### src/rtl/maskbus_reg_pkg.sv
// maskbus_reg shared definitions: display mode encoding.
// Imported by the top level; no ports.
package maskbus_reg_pkg;

    // LED display rules selected by the synchronised mode input
    typedef enum logic [1:0] {
        MODE_XOR    = 2'b00,
        MODE_BLINK  = 2'b01,
        MODE_SHOW   = 2'b10,
        MODE_FREEZE = 2'b11
    } mode_e;

endpackage

### src/rtl/maskbus_reg_debounce.sv
// debounce: 1-bit 2-FF synchroniser followed by a counter debouncer.
// Ports: clk, reset (sync, active-high), raw (async in), db (debounced out).
module debounce #(
    parameter int DEBOUNCE = 16
) (
    input  logic clk,
    input  logic reset,
    input  logic raw,
    output logic db
);

    localparam int CW = $clog2(DEBOUNCE);

    logic          meta;
    logic          sync;
    logic [CW-1:0] cnt;

    always_ff @(posedge clk) begin
        if (reset) begin
            meta <= 1'b0;
            sync <= 1'b0;
            db   <= 1'b0;
            cnt  <= '0;
        end else begin
            meta <= raw;
            sync <= meta;
            // Any agreement restarts the window, so only an
            // uninterrupted run of DEBOUNCE disagreeing cycles is accepted.
            if (sync == db) begin
                cnt <= '0;
            end else if (cnt == CW'(DEBOUNCE - 1)) begin
                db  <= sync;
                cnt <= '0;
            end else begin
                cnt <= cnt + CW'(1);
            end
        end
    end

endmodule

### src/rtl/maskbus_reg.sv
// maskbus_reg: debounced switch bank, loadable mask and LED display modes.
// Ports: i_clk, i_reset (sync, active-high), i_sw, i_load, i_mode -> o_led, o_mask.
module maskbus_reg
    import maskbus_reg_pkg::*;
#(
    parameter int              WIDTH      = 4,
    parameter logic [WIDTH-1:0] RESET_MASK = 4'b1010,
    parameter int              DEBOUNCE   = 16,
    parameter int              BLINK_HALF = 6_000_000
) (
    input  logic             i_clk,
    input  logic             i_reset,
    input  logic [WIDTH-1:0] i_sw,
    input  logic             i_load,
    input  logic [1:0]       i_mode,
    output logic [WIDTH-1:0] o_led,
    output logic [WIDTH-1:0] o_mask
);

    localparam int PW = (BLINK_HALF > 1) ? $clog2(BLINK_HALF) : 1;

    // Switches occupy the low bits, the load button the top bit.
    logic [WIDTH:0]   raw_bus;
    logic [WIDTH:0]   db_bus;
    logic [WIDTH-1:0] sw_db;
    logic             load_db;

    assign raw_bus = {i_load, i_sw};

    for (genvar g = 0; g <= WIDTH; g++) begin : g_db
        debounce #(
            .DEBOUNCE(DEBOUNCE)
        ) u_db (
            .clk  (i_clk),
            .reset(i_reset),
            .raw  (raw_bus[g]),
            .db   (db_bus[g])
        );
    end

    assign sw_db   = db_bus[WIDTH-1:0];
    assign load_db = db_bus[WIDTH];

    // Mode is quasi-static, so it is synchronised but not debounced.
    logic [1:0] mode_meta;
    mode_e      mode_sync;

    always_ff @(posedge i_clk) begin
        if (i_reset) begin
            mode_meta <= 2'b00;
            mode_sync <= MODE_XOR;
        end else begin
            mode_meta <= i_mode;
            mode_sync <= mode_e'(mode_meta);
        end
    end

    // Blink prescaler: phase flips every BLINK_HALF cycles.
    logic [PW-1:0] pre_cnt;
    logic          phase;

    always_ff @(posedge i_clk) begin
        if (i_reset) begin
            pre_cnt <= '0;
            phase   <= 1'b0;
        end else if (pre_cnt == PW'(BLINK_HALF - 1)) begin
            pre_cnt <= '0;
            phase   <= ~phase;
        end else begin
            pre_cnt <= pre_cnt + PW'(1);
        end
    end

    // Mask register with rising-edge load; holding the button
    // keeps load_prev high so no repeat capture happens.
    logic [WIDTH-1:0] mask;
    logic             load_prev;
    logic             load_rise;

    assign load_rise = load_db & ~load_prev;

    always_ff @(posedge i_clk) begin
        if (i_reset) begin
            mask      <= RESET_MASK;
            load_prev <= 1'b0;
        end else begin
            load_prev <= load_db;
            if (load_rise) begin
                mask <= sw_db;
            end
        end
    end

    assign o_mask = mask;

    // Output mux, registered; freeze simply keeps the last value.
    always_ff @(posedge i_clk) begin
        if (i_reset) begin
            o_led <= '0;
        end else begin
            unique case (mode_sync)
                MODE_XOR:    o_led <= sw_db ^ mask;
                MODE_BLINK:  o_led <= sw_db ^ (mask & {WIDTH{phase}});
                MODE_SHOW:   o_led <= mask;
                MODE_FREEZE: o_led <= o_led;
            endcase
        end
    end

endmodule
### config.mk
export PLATFORM = sky130hd
export DESIGN_NAME = maskbus_reg
export DESIGN_NICKNAME = d
export VERILOG_FILES = /design/src/rtl/maskbus_reg_pkg.sv /design/src/rtl/maskbus_reg_debounce.sv /design/src/rtl/maskbus_reg.sv
export SDC_FILE = /design/constraint.sdc
export NUM_CORES = 1
export LEC_CHECK = 0
export BUFFER_PORTS_ARGS = -buffer_cell sky130_fd_sc_hd__buf_4
export CAP_MARGIN = 30
export CELL_PAD_IN_SITES_DETAIL_PLACEMENT = 1
export CELL_PAD_IN_SITES_GLOBAL_PLACEMENT = 2
export CORE_ASPECT_RATIO = 1.75
export CORE_MARGIN = 8
export CORE_UTILIZATION = 39
export CTS_BUF_LIST = sky130_fd_sc_hd__clkbuf_8
export CTS_CLUSTER_SIZE = 28
export DETAILED_ROUTE_END_ITERATION = 8
export GPL_TIMING_DRIVEN = 0
export HOLD_SLACK_MARGIN = 0.02
export PLACE_DENSITY = 0.89
export SYNTH_ARGS = -nofsm -noshare
export SYNTH_HDL_FRONTEND = slang
export SYNTH_SLANG_ARGS = --single-unit
### constraint.sdc
create_clock -name i_clk -period 2.62 [get_ports i_clk]
set_clock_uncertainty 0.2 [all_clocks]
set_input_delay 0.131 -clock i_clk [delete_from_list [all_inputs] [get_ports i_clk]]
set_output_delay 0.131 -clock i_clk [all_outputs]
set_load 0.005 [all_outputs]
==> metrics.log <==
[metrics] CTS clk-pin slew, worst paths: about 0.070 ns
[metrics] CP Capture Point: pre_cnt[20]
[metrics] total global-route track usage: 0.128
[metrics] commonest non-fill, non-tap cell in the layout: dfxtp_1
[metrics] Area contributors post-synth: dfxtp_1 (50%), xnor2_1 (6.4%), nor2_1 (6.3%), nor2b_1 (4.6%), ha_1 (2.6%)
[metrics] post-synthesis average cell area: between 9 and 10 sq um
[metrics] most frequent cells in the layout: dfxtp_1 (72), nor2_1 (48), xnor2_1 (21), nor2b_1 (21), buf_4 (15)
[metrics] worst slew margin relative to its limit: 0.655
[metrics] required time at the worst-slack endpoint: around 2.7 ns
[metrics] detailed-route DRC error count: 0
[metrics] number of buffers created by CTS: 9
[metrics] Worst path max stage delay: between 0.6 and 0.7 ns
[metrics] worst hold path class: primary input to flop
[metrics] final weighted congestion in routability-driven placement: 0.748
[metrics] category of the critical setup timing path: flop to flop
[metrics] reported max-cap violation count: 0
[metrics] routed vias: approximately 2,300
[metrics] sort of element at the end of the critical path: flop
[metrics] count of cell types in the netlist: 32
[metrics] area of combinational cells with multiple inputs: between 1000 and 1500 sq um
[metrics] cell family with most CP delay: simple AND/OR/NAND/NOR gates
[metrics] overall overflow remaining after global route: 0
[metrics] Min Hold Slack: 0.212 ns
[metrics] startpoint of the worst register-to-register path: pre_cnt[0]
[metrics] layout-stage area growth over the synthesis result: 18.0%
[metrics] I/O Buffers: 15
[metrics] Period minus WS final: 2.42 ns
[metrics] core region area: 7180 sq um
[metrics] detailed router's first-iteration violation count: 75
[metrics] commonest register cell after synthesis: dfxtp_1
[metrics] setup bufs post-CTS: 0
[metrics] proportion of layout cells with a drive suffix above 1: 0.110
[metrics] Final Hold Violating Endpoints: 0
[metrics] Max Transition Viols Final: 0
[metrics] number of levels the H-tree was split into: 3
[metrics] Worst path depth: 6
[metrics] Vias/cell: 5.22
[metrics] setup repair after global routing missed its margin: no
[metrics] status: finished, final reports clean
[metrics] post-route ant nets: 0
[metrics] detailed placer's ending HPWL: 4250 um
[metrics] Post-Syn Nets: 324
[metrics] Critical path origin: pre_cnt[0]
[metrics] total wire length after detailed routing: between 5000 and 6000 um
[metrics] critical path arrival: 2.45 ns
[metrics] number of failing setup endpoints in the final timing report: 0
[metrics] FF+latch count, synth: ~70
[metrics] maximum number of pins on one net before global-route repair: 14
[metrics] starting utilization of the core area: 0.400
[metrics] Cell Rows: around 40
[metrics] number of nets in the layout: 357
[metrics] Longest Clk Path Bufs: 2
[metrics] clock network latency to the later pin of the worst-skew pair: 0.35 ns
[metrics] antenna cells: 0
[metrics] leak pwr: 1.20 nW
[metrics] detail-routed net length per standard cell: between 10 and 15 um
[metrics] clock root cell: clkbuf_8
[metrics] Fill cells: between 800 and 900
[metrics] library cell occupying the most area in the post-synthesis netlist: dfxtp_1
[metrics] share of synthesized area occupied by flip-flops and latches: 0.501
[metrics] async set-reset flop share out of synthesis: 0
[metrics] Synth warnings: 0
[metrics] sequential standard cell area: 1440 sq um
[metrics] Die Span X: 80.9 um
[metrics] iteration count of the initial detailed-routing pass: 4
[metrics] initial antenna violation count: 0
[metrics] Worst path slowest cell: or4_1
[metrics] clock net sink count: 72
[metrics] number of enable flip-flop cells after synthesis: 0
[metrics] via count of the first global-routing pass: about 2,400
[metrics] I/O pin count: 17
[metrics] Netlist Area Pre-Place: 2880 sq um
[metrics] IR Drop Worst-Case VDD: 413 uV
[metrics] global-route wire length before repair: 10,500 um
[metrics] top-area cell type share of the netlist area: 0.501
[metrics] TritonCTS clock tree: done
[metrics] Worst R2R End: pre_cnt[20]
[metrics] gate count after technology mapping: 309
[metrics] minimum setup slack among reg-to-reg paths: 0.20 ns
[metrics] ordered cell list for the critical path: ha_1, nand4_2, or4_1, o21bai_1, buf_2, a21oi_1
[metrics] category of the worst setup path launch point: flop
[metrics] final sum of negative setup slack: 0 ns
[metrics] die footprint: 10,500 sq um
[metrics] cell count of the worst reg-to-reg path: 6
[metrics] final worst-path cycle share: 0.924
[metrics] total power per unit cell area: between 600 and 700 nW/um^2
[metrics] count of buffer and inverter cells on the critical path: 1
[metrics] highest fanout seen on the critical path: 10
[metrics] Die H: around 130 um
[metrics] Tightest Pin Transition: 0.518 ns
[metrics] highest attainable clock frequency: 0.413 GHz
[metrics] post-CTS resize count: 0
-- tightest hold or removal path, delay by kind of cell --
family          cells  cell delay, ns
compound gates      2            0.39
buf+inv             1            0.21
-- cells in the mapped netlist, types with 2 or more instances --
library cell  number
o21bai_1           4
a31oi_1            4
xnor2_1           21
nor3_1             4
nor4_1             4
inv_1             10
a211o_1            2
mux2i_1            7
and3_1             6
nand3_2            2
ha_1               6
o21ai_0            4
nand2_1           11
o31ai_1            5
nand4_1            5
clkbuf_1           7
a21oi_1           13
a21boi_0           3
or4_1              7
nand3_1           12
nor3b_1            3
nand2b_1           2
nor2b_1           21
buf_2              4
dfxtp_1           72
nor2_1            48
xor2_1             7
or3_1             11
-- through the flow --
step	std cells	instance area (sq um)	total power, W	setup WS, ns	utilization
finish	433	3390	0.00218	0.199	0.472
global route	433	3390	0.00227	0.0298	0.472
CTS	433	3390	0.00222	0.166	0.472
detailed placement	410	3100	0.00121	0.188	0.431
global placement	410	3100	0.00121	0.193	0.431
floorplan	309	2880	0.00118	0.519	-
-- state kept, by name, indices dropped and copies added (netlist names) --
signal	count
phase	1
g_db.u_db.sync	5
load_prev	1
o_led	4
o_mask	4
pre_cnt	23
g_db.u_db.cnt	20
g_db.u_db.db	5
mode_sync	2
mode_meta	2
g_db.u_db.meta	5
-- final cells by class --
cell class | instances | share of cell area
flip-flops and latches | 72 | 0.425
multi-input cells | 216 | 0.398
plain buffers | 11 | 0.0136
clock buffers | 10 | 0.0406
repair buffers | 22 | 0.0538
well taps | 86 | 0.0317
clock inverters | 6 | 0.0265
inverters | 10 | 0.0111
-- cell families after synthesis --
logic type	Yosys count	share of synthesized area
AO/OA/AOI/OAI	36	0.0792
XOR/XNOR	28	0.0853
adder cells (fa/ha/maj)	6	0.0261
buffers and inverters	21	0.0292
flip-flops	72	0.501
multiplexers	7	0.0244
AND/OR/NAND/NOR	139	0.255
-- repair_timing --
| action | CTS | global route |
|---|---|---|
| hold buffers | 7 | 0 |
| setup endpoints to repair | 0 | 0 |
| endpoints found under the hold margin | 7 | 0 |
-- power by group --
| part | leakage (nW) | switching [W] | total (W) | internal, W |
|---|---|---|---|---|
| registers | 0.585 | 0.0000112 | 0.00112 | 0.00111 |
| clock network | 0.113 | 0.000426 | 0.000991 | 0.000565 |
| logic | 0.500 | 0.0000354 | 0.0000697 | 0.0000343 |
-- worst min-delay path by stage --
stage                    from                end  slack (ns)  cells past startpoint
finish                i_reset        pre_cnt[22]        0.21                      3
global route          i_reset        pre_cnt[21]        0.25                      3
CTS                   i_reset        pre_cnt[22]        0.23                      3
detailed placement    i_sw[1]  g_db[1].u_db.meta        0.15                      2
global placement    i_mode[0]       mode_meta[0]        0.14                      2
floorplan             i_sw[0]  g_db[0].u_db.meta        0.06                      1
-- per-layer routing --
| metal | vias to the layer above | global-route usage | routed length, um |
|---|---|---|---|
| li1 | 1123 | - | - |
| met1 | 1110 | 0.127 | 2450 |
| met2 | 18 | 0.230 | 3250 |
| met3 | 9 | 0.0326 | 143 |
| met4 | 0 | 0.0794 | 156 |
| met5 | - | 0 | 0 |
Note: power is estimated with default switching activity, not from simulation.
